$ cat src/rtl/class_sum_engine.sv
// Class-sum engine: accumulates the weights of fired clauses into saturating per-class
// sums read from the weight bank, then runs a sequential argmax to pick the keyword class.
//
// state  | meaning
// IDLE   | waiting for start after reset
// ACCEPT | clause_ready high, consuming clause results
// FETCH  | reading N_CLASS weights of a fired clause, plus one drain cycle
// ARGMAX | scanning one class sum per cycle
// DONE   | result held until the next start
module class_sum_engine #(
  parameter int DEPTH_WEIGHT_BANK = 2048,
  parameter int N_CLASS           = 12,
  parameter int N_CLAUSE          = 160,
  parameter int SUM_W             = 16
) (
  input  logic                                 clk,
  input  logic                                 rst,
  input  logic                                 start,
  input  logic                                 clause_valid,
  output logic                                 clause_ready,
  input  logic [$clog2(N_CLAUSE)-1:0]          clause_idx,
  input  logic                                 clause_fire,
  input  logic                                 clause_last,
  output logic                                 ren_weight_bank,
  output logic [$clog2(DEPTH_WEIGHT_BANK)-1:0] raddr_weight_bank,
  input  logic signed [8:0]                    weight_data,
  output logic                                 busy,
  output logic                                 done,
  output logic [$clog2(N_CLASS)-1:0]           pred_class,
  output logic signed [SUM_W-1:0]              pred_sum
);
  localparam int AW = $clog2(DEPTH_WEIGHT_BANK);
  localparam int CW = $clog2(N_CLASS);
  localparam int KW = $clog2(N_CLASS + 1);
  localparam logic signed [SUM_W:0] SUM_MAX = {2'b00, {(SUM_W-1){1'b1}}};
  localparam logic signed [SUM_W:0] SUM_MIN = {2'b11, {(SUM_W-1){1'b0}}};

  typedef enum logic [2:0] {S_IDLE, S_ACCEPT, S_FETCH, S_ARGMAX, S_DONE} state_t;

  state_t                  state, state_nx;
  logic signed [SUM_W-1:0] sums [N_CLASS];
  logic [AW-1:0]           addr_q;
  logic [KW-1:0]           rem;
  logic                    last_q;
  logic                    rd_valid;
  logic [CW-1:0]           wr_cls;
  logic [CW-1:0]           arg_j;
  logic [CW-1:0]           best_cls;
  logic signed [SUM_W-1:0] best_sum;
  logic                    take_j;
  logic [CW-1:0]           cand_cls;
  logic signed [SUM_W-1:0] cand_sum;

  function automatic logic signed [SUM_W-1:0] sat_add(input logic signed [SUM_W-1:0] a,
                                                      input logic signed [8:0] w);
    logic signed [SUM_W:0] s;
    s = {a[SUM_W-1], a} + {{(SUM_W-8){w[8]}}, w};
    if (s > SUM_MAX) return SUM_MAX[SUM_W-1:0];
    if (s < SUM_MIN) return SUM_MIN[SUM_W-1:0];
    return s[SUM_W-1:0];
  endfunction

  always_ff @(posedge clk) begin
    if (rst) state <= S_IDLE;
    else     state <= state_nx;
  end

  always_comb begin
    state_nx          = state;
    clause_ready      = 1'b0;
    ren_weight_bank   = 1'b0;
    raddr_weight_bank = '0;
    case (state)
      S_IDLE, S_DONE: if (start) state_nx = S_ACCEPT;
      S_ACCEPT: begin
        clause_ready = 1'b1;
        if (clause_valid) begin
          if (clause_fire)      state_nx = S_FETCH;
          else if (clause_last) state_nx = S_ARGMAX;
        end
      end
      S_FETCH: begin
        if (rem != KW'(0)) begin
          ren_weight_bank   = 1'b1;
          raddr_weight_bank = addr_q;
        end else begin
          state_nx = last_q ? S_ARGMAX : S_ACCEPT;
        end
      end
      S_ARGMAX: if (arg_j == CW'(N_CLASS - 1)) state_nx = S_DONE;
      default:  state_nx = S_IDLE;
    endcase
  end

  // The first examined class always seeds the running best; later ones need strictly greater.
  always_comb begin
    take_j   = (arg_j == '0) || (sums[arg_j] > best_sum);
    cand_cls = take_j ? arg_j : best_cls;
    cand_sum = take_j ? sums[arg_j] : best_sum;
  end

  always_ff @(posedge clk) begin
    if (rst) begin
      for (int c = 0; c < N_CLASS; c++) sums[c] <= '0;
      addr_q     <= '0;
      rem        <= '0;
      last_q     <= 1'b0;
      rd_valid   <= 1'b0;
      wr_cls     <= '0;
      arg_j      <= '0;
      best_cls   <= '0;
      best_sum   <= '0;
      busy       <= 1'b0;
      done       <= 1'b0;
      pred_class <= '0;
      pred_sum   <= '0;
    end else begin
      done     <= 1'b0;
      rd_valid <= ren_weight_bank;
      arg_j    <= '0;
      if (rd_valid) begin
        sums[wr_cls] <= sat_add(sums[wr_cls], weight_data);
        wr_cls       <= wr_cls + CW'(1);
      end
      case (state)
        S_IDLE, S_DONE: begin
          if (start) begin
            for (int c = 0; c < N_CLASS; c++) sums[c] <= '0;
            busy <= 1'b1;
          end
        end
        S_ACCEPT: begin
          if (clause_valid && clause_fire) begin
            addr_q <= AW'(clause_idx) * AW'(N_CLASS);
            rem    <= KW'(N_CLASS);
            last_q <= clause_last;
            wr_cls <= '0;
          end
        end
        S_FETCH: begin
          if (rem != KW'(0)) begin
            rem    <= rem - KW'(1);
            addr_q <= addr_q + AW'(1);
          end
        end
        S_ARGMAX: begin
          best_cls <= cand_cls;
          best_sum <= cand_sum;
          arg_j    <= arg_j + CW'(1);
          if (arg_j == CW'(N_CLASS - 1)) begin
            pred_class <= cand_cls;
            pred_sum   <= cand_sum;
            done       <= 1'b1;
            busy       <= 1'b0;
          end
        end
        default: ;
      endcase
    end
  end
endmodule
$ cat config.mk
export PLATFORM = sky130hd
export DESIGN_NAME = class_sum_engine
export DESIGN_NICKNAME = d
export VERILOG_FILES = /design/src/rtl/class_sum_engine.sv
export SDC_FILE = /design/constraint.sdc
export NUM_CORES = 1
export LEC_CHECK = 0
export ABC_CLOCK_PERIOD_IN_PS = 4850
export CELL_PAD_IN_SITES_DETAIL_PLACEMENT = 1
export CELL_PAD_IN_SITES_GLOBAL_PLACEMENT = 2
export CORE_UTILIZATION = 40
export CTS_CLUSTER_DIAMETER = 120
export DETAILED_ROUTE_END_ITERATION = 16
export PLACE_DENSITY = 0.76
export RECOVER_POWER = 100
export SLEW_MARGIN = 20
export SYNTH_ARGS = -nofsm -noshare
export SYNTH_HDL_FRONTEND = slang
export SYNTH_SLANG_ARGS = --single-unit
$ cat constraint.sdc
create_clock -name clk -period 4.85 [get_ports clk]
set_clock_uncertainty 0.2 [all_clocks]
set_input_delay 1.2125 -clock clk [delete_from_list [all_inputs] [get_ports clk]]
set_output_delay 1.2125 -clock clk [all_outputs]
set_load 0.005 [all_outputs]
# ---- Yosys cells after proc, flatten, opt, wreduce, memory -nomap -nowiden
# Memories as Yosys holds them, arrays and structs flattened. A register that Yosys moved wholly into a read port is not among the register bits.
# Cells that the tools add are included.
dict set report word_totals {
  register_bits 70
  latch_bits 0
  ram_bits 192
  romBits 0
  inputBits 23
  wordCells 174
  memories 1
}
# name depth width read_ports rd_clocked_by_memory_dff wr line
set memory_table {}
lappend memory_table {sums 12 16 2 2 13 41} ;# logic signed [SUM_W-1:0] sums [N_CLASS];
dict set report op_classes {
  n_addsub 5
  mul 1
  div 0
  n_lt_le_gt_ge 3
  n_eq_ne 24
  shift 0
  n_mux 64
  bitwise 49
  n_reduce_logical 14
}
# cell n
set ops {}
lappend ops {{two-way mux 16 bit} 19}
lappend ops {{equality test 4 bit (second input constant)} 13}
lappend ops {{two-way mux 11 bit} 4}
lappend ops {{two-way mux 4 bit} 8}
lappend ops {{bitwise AND 1 bit} 24}
lappend ops {{two-way mux 1 bit} 22}
lappend ops {{one-hot mux 11 bit (2 select lines)} 1}
lappend ops {{two-way mux 3 bit} 6}
lappend ops {{adder 16 x 9 -> 17 bit} 1}
lappend ops {{greater-than comparator 17 x 16 -> 1 bit (second input constant)} 1}
lappend ops {{less-than comparator 17 x 16 -> 1 bit (second input constant)} 1}
lappend ops {{greater-than comparator 16 bit} 1}
lappend ops {{inverter 1 bit} 13}
lappend ops {{inequality test 2 bit (second input constant)} 6}
lappend ops {{bitwise OR 1 bit} 12}
lappend ops {{one-hot mux 3 bit (4 select lines)} 1}
lappend ops {{adder 11 x 1 -> 11 bit (second input constant)} 1}
lappend ops {{multiplier 8 x 2 -> 9 bit (second input constant)} 1}
lappend ops {{adder 4 x 1 -> 4 bit (second input constant)} 2}
lappend ops {{one-hot mux 4 bit (2 select lines)} 1}
lappend ops {{equality test 3 x 2 -> 1 bit (second input constant)} 2}
lappend ops {{AND reduction 3 bit} 2}
lappend ops {{AND reduction 5 bit} 1}
lappend ops {{zero test 4 bit} 1}
lappend ops {{13 further kinds} 16}

# ---- Depth between registers and ports, before layout
dict set report depth {
  ltp_word 19
  depth_mapped 16
  mapped_depth_nobuf 13
}

# ---- Worst setup path after synthesis
# Ideal clock, no wire load.
dict set report synth_path {
  path_kind {flip-flop to flip-flop}
  from {reg wr_cls[0]}
  to {mem sums[12][13] (data pin)}
  setup_ps 261
  arrival_time_ps 4312
  t_required_ps 4389
  path_slack_ps 77
  path_stages_with_launch 17
  n_path_buf 5
  cell_sequence {dfxtp_1 clkbuf_1 buf_2 buf_2 mux4_2 mux4_2 ha_1 fa_1 a211oi_2 o211ai_1 and3_1 a21oi_4 nor2_2 buf_4 a32oi_4 buf_6 nor2_1}
}
# element line
set synth_rtl {}
lappend synth_rtl {{start, declared} 46} ;# logic [CW-1:0] wr_cls;
lappend synth_rtl {{start signal, assigned} 123} ;# wr_cls <= wr_cls + CW'(1);
lappend synth_rtl {{end, declared} 41}

==> flow_summary.ini <==
[synth]
yosysSeqAreaShare_pct = 49.3
synth_cells = 1439
synth_top_area_cell = edfxtp_1
synth_adder_area_share_pct = 3.41
synth_fp_nets = 1511
synthMuxAreaShare_pct = 19.7
synthArstFlopShare_pct = 0
syn_area_um2 = 18400
yosys.area.top_type_share_pct = 41.7
yosysMostFrequentCell = edfxtp_1
ys_top_cells_by_area = edfxtp_1 42%, mux4_2 18%, dfxtp_1 7.6%, o31ai_1 4.0%, ha_1 3.2%
netlist_top_cells_count = 256 x edfxtp_1, 144 x mux4_2, 128 x nor2_1, 97 x o31ai_1, 87 x nand2_1
synth-edff-count = 256
ys_types = 73
synth_compound_area_share_pct = 11.4
ys.flop_type = edfxtp_1
avgSynthCellArea_um2 = 12.8
synth.ff_latch_count = 326
synth_xor_xnor_area_share_pct = 0.951
synth_top_family_by_area = multiplexers
synthSimpleGateAreaFrac_pct = 10.7
yosys_warnings = 0

[layout]
drive_gt1_share_pct = 22.4
area_growth_pct = 16.2
final_core_util_pct = 47.2
nets = 1613
diodes = 0

[power]
swShare_pct = 28.7
ir_drop_mv = 0.280
p_sw_mw = 2.13
p_comb_share_pct = 18.1
power_density_nw_per_um2 = 346
leakagePower_nw = 7.60
seq_power_share_pct = 44.8
pwr-share-clk_pct = 37.1
totalPowerFinal_mw = 7.41
p_int_mw = 5.28

[global_routing]
grt_pass1_wl_um = 87200
antenna_found_initial = 0
grt_util_all_layers_pct = 24.9
grt_pass1_vias = 14100
grt_max_degree = 73
gr-total-overflow = 0

[floorplan]
start_util_pct = 40.6
dieHeight_um = 217
pin_count = 58
die_w_um = 217
rows = 78
core-area_um2 = 45400
die_area_um2 = 46900

[worst_setup_path]
slowest_delay_ns = 0.57
arrival_ns = 4.80
criticalPathCategory = reg2reg
slowest_stage = mux4_2
startpoint_type = flop
crit_chain = buf_12, buf_16, mux4_2, mux4_2, ha_1, and3_1, and3_1, nand4_1, o21ai_2, or3_4, a21oi_4, buf_12, buf_2, o31ai_1
crit_path_end_kind = flop
r2r_slack_ns = 0.14
worstPathRequired_ns = 4.94
cp_max_fo = 38

[clocking]
holdBufCountCts = 0
clk_pin_slew_ns = 0.06
cts.sink_count = 326
h-tree-depth = 2
cts_tree = yes
insertion_delay_ns = 0.56
cts-buffers-inserted = 38
cts-root-buf = clkbuf_16
clock_path_buffers = 3

[placement]
dp_slack_ns = 0.0427
place_congestion = 0.889
dpl.hpwl_um = 40400
portBuffers = 57

[timing]
final.min_clock_period_ns = 4.71
max_freq_mhz = 212
worst_slew_pin_slew_ns = 1.54
slew_viol_final = 17
fin_crit_sh_pct = 97.1
hold_viol = 0
setup_ws_ns = 0.140
setup_viol = 0
grt_setup_unrepaired = false
finalSetupTns_ns = 0
hold_slack_ns = 0.247
maxSlewHeadroom_pct = -2.74

[run]
maxCapViolations = 1

[worst_hold_path]
hold_class = reg2reg

[route]
drt_first_pass_iters = 5
drt_iter0_drc = 1099
wl_per_cell_um = 26.7
viasPerCell = 6.11
detail-route-antenna-nets = 0
dr_total_vias = 13300
route.detailed.drc = 0
wl_um = 58000

[outcome]
violations = capacitance limit, slew limit
outcome = finished with violations
-- per-stage QoR --
| step | cell area (µm²) | instances |
|---|---|---|
| 2_1_floorplan | 18400 | 1439 |
| 3_3_place_gp | 20300 | 2091 |
| 3_5_place_dp | 20300 | 2091 |
| 4_1_cts | 21500 | 2161 |
| 5_1_grt | 21400 | 2171 |
| 6_report | 21400 | 2171 |
-- sequential cells by signal, summed over array words and instances, names as in the netlist --
name,flops
addr_q,11
arg_j,4
best_cls,4
best_sum,16
busy,1
done,1
last_q,1
pred_class,4
pred_sum,16
rd_valid,1
rem,4
state,3
sums,256
wr_cls,4
-- path summary, 6_finish.rpt --
path | from | to | cells past startpoint
max | wr_cls[0] | sums[4][3] | 14
min | pred_class[2] | pred_class[2] | 2
max reg2reg | wr_cls[0] | sums[4][3] | 14
min reg2reg | pred_class[2] | pred_class[2] | 2
-- layout make-up --
type | instances | area (µm²)
fill | 4643 | 24000
sequential | 326 | 9100
multi-input combinational | 931 | 8510
timing repair buffer | 195 | 1690
clock buffer | 57 | 1110
tap | 600 | 751
inverter | 49 | 184
clock inverter | 13 | 67.6
-- kinds of logic (layout without fill, tap and decap cells) --
| group | after synthesis | in the layout |
|---|---|---|
| and+or+nand+nor | 386 | 386 |
| DFF | 326 | 326 |
| AOI/OAI and AO/OA | 294 | 294 |
| muxes | 182 | 182 |
| buffers and inverters | 182 | 314 |
| adders and majority gates | 49 | 49 |
| xor gates and xnor gates | 20 | 20 |
-- power groups by stage --
stage | clock network (mW) | logic (mW) | registers (mW)
2_1_floorplan | 0 | 0.873 | 3.33
5_1_grt | 2.90 | 1.43 | 3.34
6_report | 2.75 | 1.34 | 3.32
3_5_place_dp | 0 | 1.35 | 3.37
3_3_place_gp | 0 | 1.32 | 3.36
4_1_cts | 2.80 | 1.36 | 3.32
-- layout by cell type, fill, tap and decap left out, types with 5 or more instances in the layout --
master | netlist | final
a211oi_1 | 37 | 38
a21o_1 | 8 | 8
a21oi_1 | 54 | 54
a311oi_1 | 5 | 5
a31oi_1 | 19 | 19
and2_0 | 0 | 9
and3_1 | 13 | 13
buf_12 | 0 | 14
buf_4 | 16 | 80
clkbuf_1 | 67 | 43
clkbuf_16 | 0 | 42
clkbuf_2 | 1 | 7
clkdlybuf4s50_1 | 0 | 27
clkinv_1 | 1 | 5
clkinv_2 | 0 | 6
dfxtp_1 | 70 | 65
dlygate4sd3_1 | 0 | 29
edfxtp_1 | 256 | 256
ha_1 | 47 | 47
inv_1 | 48 | 47
mux2i_1 | 38 | 38
mux4_2 | 144 | 144
nand2_1 | 87 | 87
nand3_1 | 17 | 17
nand4_1 | 5 | 5
nand4b_2 | 10 | 9
nor2_1 | 128 | 127
nor2b_1 | 24 | 24
nor3_1 | 43 | 50
nor3b_1 | 5 | 5
o21ai_0 | 28 | 31
o21ai_1 | 9 | 5
o31ai_1 | 97 | 96
or3_1 | 5 | 5
xnor2_1 | 11 | 11
xor2_1 | 9 | 9
-- per-layer routing --
layer / track usage (%) / wire length (µm)
met1: 31.1 / 23700
met3: 4.60 / 3190
met4: 11.0 / 2680
met2: 42.2 / 28400
met5: 0 / 0
-- critical path: cells and delay by family (launching register included) --
| family | cells | cell delay [ns] |
|---|---|---|
| AOI/OAI and AO/OA | 3 | 0.38 |
| adders and majority gates | 1 | 0.39 |
| buffers and inverters | 4 | 0.84 |
| DFF | 1 | 0.44 |
| muxes | 2 | 1.13 |
| and+or+nand+nor | 4 | 0.99 |
-- what timing repair did --
action / CTS / global route
buffers inserted: 0 / 9
gates resized for setup: 0 / 4
setup endpoints to repair: 0 / 57
No activity file was read; power rests on OpenSTA's default activity.
